<file path="config.mk">
export PLATFORM = sky130hd
export DESIGN_NAME = seq_div
export DESIGN_NICKNAME = d
export VERILOG_FILES = /design/src/rtl/seq_div.sv
export SDC_FILE = /design/constraint.sdc
export NUM_CORES = 1
export LEC_CHECK = 0
export BUFFER_PORTS_ARGS = -buffer_cell sky130_fd_sc_hd__buf_2
export CORE_ASPECT_RATIO = 0.75
export CORE_MARGIN = 5
export CORE_UTILIZATION = 54
export CTS_CLUSTER_DIAMETER = 200
export DETAILED_ROUTE_END_ITERATION = 7
export GPL_ROUTABILITY_DRIVEN = 0
export PLACE_DENSITY = 0.77
export SLEW_MARGIN = 20
export SYNTH_ARGS = -nofsm -noshare
export SYNTH_HDL_FRONTEND = slang
export SYNTH_SLANG_ARGS = --single-unit
export TNS_END_PERCENT = 30
</file>
<file path="constraint.sdc">
create_clock -name clock -period 2.19 [get_ports clock]
set_input_delay 0.3285 -clock clock [delete_from_list [all_inputs] [get_ports clock]]
set_output_delay 0.3285 -clock clock [all_outputs]
set_load 0.005 [all_outputs]
</file>
<file path="src/rtl/seq_div.sv">
// Restoring 8-by-4 unsigned divider, one quotient bit per clock, start/done handshake.
// Optional macro SEQ_DIV_ZERO_DETECT_EN: short-circuit divide-by-zero and flag it on div_by_zero.
module seq_div (
  input  logic       clock,
  input  logic       reset_n,
  input  logic       start,
  input  logic [7:0] a,
  input  logic [3:0] b,
  output logic [7:0] q,
  output logic [3:0] r,
  output logic       busy,
  output logic       done,
  output logic       div_by_zero
);

  localparam int unsigned DW = 8;
  localparam int unsigned VW = 4;
  localparam int unsigned PW = VW + 1;
  localparam int unsigned CW = 4;
  localparam logic [CW-1:0] LAST_ITER = CW'(DW - 1);

  typedef enum logic [1:0] {S_IDLE, S_RUN, S_DONE} state_t;

  state_t        r_state, w_state_nxt;
  logic [DW-1:0] r_dvd,  w_dvd_nxt;
  logic [VW-1:0] r_dvs,  w_dvs_nxt;
  logic [PW-1:0] r_p,    w_p_nxt;
  logic [DW-1:0] r_quo,  w_quo_nxt;
  logic [CW-1:0] r_cnt,  w_cnt_nxt;
  logic [DW-1:0] r_q,    w_q_nxt;
  logic [VW-1:0] r_r,    w_r_nxt;
  logic          r_busy, w_busy_nxt;
  logic          r_done, w_done_nxt;
`ifdef SEQ_DIV_ZERO_DETECT_EN
  logic          r_zero, w_zero_nxt;
  logic          r_dbz,  w_dbz_nxt;
`endif

  // One restoring step: shift in the dividend MSB, subtract the divisor if it fits.
  logic [PW-1:0] w_p_shift;
  logic [PW-1:0] w_p_sub;
  logic          w_fits;
  logic [PW-1:0] w_p_step;
  logic [DW-1:0] w_quo_step;

  assign w_p_shift  = {r_p[VW-1:0], r_dvd[DW-1]};
  assign w_fits     = (w_p_shift >= {1'b0, r_dvs});
  assign w_p_sub    = w_p_shift - {1'b0, r_dvs};
  assign w_p_step   = w_fits ? w_p_sub : w_p_shift;
  assign w_quo_step = {r_quo[DW-2:0], w_fits};

  always_comb begin
    w_state_nxt = r_state;
    w_dvd_nxt   = r_dvd;
    w_dvs_nxt   = r_dvs;
    w_p_nxt     = r_p;
    w_quo_nxt   = r_quo;
    w_cnt_nxt   = r_cnt;
    w_q_nxt     = r_q;
    w_r_nxt     = r_r;
    w_busy_nxt  = 1'b0;
    w_done_nxt  = 1'b0;
`ifdef SEQ_DIV_ZERO_DETECT_EN
    w_zero_nxt  = 1'b0;
    w_dbz_nxt   = 1'b0;
`endif
    case (r_state)
      S_IDLE, S_DONE: begin
        if (start) begin
          w_state_nxt = S_RUN;
          w_dvd_nxt   = a;
          w_dvs_nxt   = b;
          w_p_nxt     = '0;
          w_quo_nxt   = '0;
          w_cnt_nxt   = '0;
`ifdef SEQ_DIV_ZERO_DETECT_EN
          // A zero divisor spends a single non-busy cycle before reporting.
          w_zero_nxt  = (b == '0);
          w_busy_nxt  = (b != '0);
`else
          w_busy_nxt  = 1'b1;
`endif
        end else begin
          w_state_nxt = S_IDLE;
        end
      end
      S_RUN: begin
`ifdef SEQ_DIV_ZERO_DETECT_EN
        if (r_zero) begin
          w_state_nxt = S_DONE;
          w_q_nxt     = '1;
          w_r_nxt     = r_dvd[VW-1:0];
          w_done_nxt  = 1'b1;
          w_dbz_nxt   = 1'b1;
        end else begin
`else
        begin
`endif
          w_p_nxt   = w_p_step;
          w_quo_nxt = w_quo_step;
          w_dvd_nxt = {r_dvd[DW-2:0], 1'b0};
          if (r_cnt == LAST_ITER) begin
            w_state_nxt = S_DONE;
            w_q_nxt     = w_quo_step;
            w_r_nxt     = w_p_step[VW-1:0];
            w_done_nxt  = 1'b1;
          end else begin
            w_cnt_nxt  = r_cnt + CW'(1);
            w_busy_nxt = 1'b1;
          end
        end
      end
      default: begin
        w_state_nxt = S_IDLE;
      end
    endcase
  end

  always_ff @(posedge clock) begin
    if (!reset_n) begin
      r_state <= S_IDLE;
      r_dvd   <= '0;
      r_dvs   <= '0;
      r_p     <= '0;
      r_quo   <= '0;
      r_cnt   <= '0;
      r_q     <= '0;
      r_r     <= '0;
      r_busy  <= 1'b0;
      r_done  <= 1'b0;
`ifdef SEQ_DIV_ZERO_DETECT_EN
      r_zero  <= 1'b0;
      r_dbz   <= 1'b0;
`endif
    end else begin
      r_state <= w_state_nxt;
      r_dvd   <= w_dvd_nxt;
      r_dvs   <= w_dvs_nxt;
      r_p     <= w_p_nxt;
      r_quo   <= w_quo_nxt;
      r_cnt   <= w_cnt_nxt;
      r_q     <= w_q_nxt;
      r_r     <= w_r_nxt;
      r_busy  <= w_busy_nxt;
      r_done  <= w_done_nxt;
`ifdef SEQ_DIV_ZERO_DETECT_EN
      r_zero  <= w_zero_nxt;
      r_dbz   <= w_dbz_nxt;
`endif
    end
  end

  assign q    = r_q;
  assign r    = r_r;
  assign busy = r_busy;
  assign done = r_done;
`ifdef SEQ_DIV_ZERO_DETECT_EN
  assign div_by_zero = r_dbz;
`else
  assign div_by_zero = 1'b0;
`endif

endmodule

</file>
==> results_dict.tcl <==
set metrics [dict create \
    slowest_stage "a2111oi_4" \
    io_buffers 28 \
    final_cells 273 \
    cp_cell_sequence "inv_1 > ha_1 > nand2b_1 > a2111oi_4 > nor2_2 > mux2_4 > o21ai_2" \
    internal-power_mw 1.28 \
    crit_path_start_kind "flip-flop" \
    synth.top_cells.by_area "dfxtp_1 (49%), nand2_1 (7.5%), a21oi_1 (6.3%)" \
    vias 1480 \
    maxCapViolCount 0 \
    switching_share_pct 24.2 \
    synth_area_um2 1760 \
    synth_nets 226 \
    clkSlewWorstSetupHoldPaths_ns 0.08 \
    post_cts_buffers 0 \
    drv_slew 0 \
    h-tree-depth 2 \
    path_depth 7 \
    final_hold_viol_count 0 \
    status "completed" \
    drc 0 \
    rsz0062_at_grt "false" \
    gr-total-overflow 0 \
    die_w_um 75.9 \
    vias_per_cell 5.42 \
    r2r_cells 7 \
    tightest_slew_ns 0.691 \
    critPathArrivalTime_ns 2.15 \
    final_util_pct 63.9 \
    cp-endpoint "r_p[0]" \
    clk_latency_ns 0.29 \
    min_period_ns 1.92 \
    worstReg2RegEnd "r_p[0]" \
    cpLargestDelayFamily "compound AO/OA/AOI/OAI gates" \
    numCtsBuffers 5 \
    seqPwrFrac_pct 49.3 \
    synth_edf_count 0 \
    initial_core_util_pct 54.6 \
    ant_nets 0 \
    fin_nets 253 \
    synth_cell_types 36 \
    dr.pass1.iters 5 \
    rows 18 \
    root_buffer "clkbuf_8" \
    cp.buffers_inverters 1 \
    cts_hold_buf 0 \
    antenna_cells 0 \
    fin_setup_tns_ns 0 \
    combPwrFrac_pct 13.6 \
    synth_top_area_share_pct 48.9 \
    dieArea_um2 4510 \
    hpwl_um 2570 \
    ir_worst_vdd_uv 521 \
    timing.final.crit_share_pct 87.8 \
    crit_fanout 5 \
    relSlewSlack_pct 53.8 \
    setup_viol 0 \
    maxUsedRoutingLayer "met4" \
    track_usage_pct 17.8 \
    hold_ws_ns 0.272 \
    critPathLaunch "r_dvd[7]" \
    fmax_mhz 520 \
    drive_gt1_share_pct 20.6 \
    grt_max_degree 18 \
    placed_cells_incl_taps 265 \
    clock_path_buffers 2 \
    cts_resized 0 \
    area_growth_pct 17.1 \
    cp-end-kind "flip-flop" \
    drt_iter0_drc 127 \
    dr_wl_met3_um 185 \
    io-pin-count 30 \
    wl_met1_um 1760 \
    pwr_density_cell_nw_per_um2 819 \
    grt_pass1_wl_um 6340 \
    antenna_found_initial 0 \
    critical_path_class "reg2reg" \
    max_stage_delay_ns 0.39 \
    synth_area_per_cell_um2 8.58 \
    cts_sinks 43 \
    grt_pass1_vias 1366 \
    p_sw_mw 0.407 \
    timing.rr.start "r_dvd[7]" \
    synth_ff_type "dfxtp_1" \
    synth_area_leader_cell "dfxtp_1" \
    final_common_cell "dfxtp_1" \
    r2r_setup_slack_ns 0.27 \
    ys_ff_latch 43 \
    hold_class "in2reg" \
    skew_ns 0.00466 \
    cts_tree "yes" \
    critPathRequiredTime_ns 2.42 \
    leakage_nw 0.869 \
    netlist_instances 205 \
    yosysWarnings 0 \
    p_clk_share_pct 37.1 \
    wire_per_inst_um 13.3 \
    layout_common_cells "dfxtp_1 (43), nand2_1 (35), buf_2 (28), a21oi_1 (22), nor2_1 (19)" \
    postSynth.asyncResetShare_pct 0 \
    wl_met2_um 1630 \
    core_area_um2 3220 \
    routed_wl_um 3620 \
    die_h_um 59.4 \
    ys_seq_area_share_pct 48.9 \
]
area by class of cell:
type | instances | area, µm²
tap | 40 | 50.0
fill | 275 | 1160
multi-input combinational | 142 | 818
clock buffer | 6 | 82.6
sequential | 43 | 861
clock inverter | 2 | 35.0
timing repair buffer | 32 | 183
inverter | 8 | 30.0
cells in the mapped netlist (2+ instances only):
library cell  instances
nor2_1               19
inv_1                 8
dfxtp_1              43
a31oi_1               2
ha_1                  5
nor3_1                8
xor2_1                2
nor2b_1               2
a21oi_1              22
or2_2                 2
a22oi_1               7
nand3_1               3
o22ai_1               6
nand2b_1              3
clkbuf_1             10
o21ai_2               2
o21ai_0               7
nand2_1              35
mux2i_1               2
state kept, by name, summed over array words and instances (netlist names):
register and cells:
done 1, r_p 4, r_state 2, r_quo 7, r_dvs 4, r 4, q 8, r_cnt 4
busy 1, r_dvd 8
metrics by stage:
stage               power (mW)  area, µm²  setup slack [ns]
global placement          1.07       1940             0.338
global route              1.78       2060             0.167
CTS                       1.70       2060             0.266
floorplan                 1.02       1760             0.384
detailed placement        1.07       1940             0.295
finish                    1.69       2060             0.267
worst min-delay path, cell delays in order:
cell and delay (ns):
buf_2 0.09, nand2_1 0.05, a21oi_1 0.05
power by group through the flow:
| stage | Sequential (mW) | Combinational [mW] | Clock (mW) |
|---|---|---|---|
| global placement | 0.848 | 0.222 | 0 |
| detailed placement | 0.849 | 0.226 | 0 |
| global route | 0.834 | 0.257 | 0.688 |
| finish | 0.831 | 0.230 | 0.626 |
| CTS | 0.830 | 0.230 | 0.639 |
| floorplan | 0.845 | 0.174 | 0 |
logic make-up (layout without fill, tap and decap cells):
| group | after synthesis | in the layout | synth area share [%] |
|---|---|---|---|
| mux | 3 | 3 | 1.99 |
| xor+xnor | 3 | 3 | 1.49 |
| fa+ha+maj | 6 | 6 | 4.69 |
| buf+inv | 20 | 48 | 4.55 |
| flops | 43 | 43 | 48.9 |
| simple gates | 78 | 78 | 19.6 |
| compound gates | 51 | 51 | 18.5 |
| other cells | 1 | 1 | 0.213 |
worst min-delay path by stage:
stage	cells past startpoint	endpoint	startpoint
floorplan	2	q[7]	r_quo[6]
global placement	2	q[2]	q[2]
detailed placement	2	q[2]	q[2]
CTS	3	r_dvs[2]	b[2]
global route	3	r_dvs[3]	b[3]
finish	3	r_dvs[2]	b[2]
layer usage:
layer  vias up  GRT usage, %
met4         0          5.33
met5         -             0
met2        36          27.1
met1       687          23.6
li1        752             -
met3         5          6.69
(Power assumes the default switching activity.)
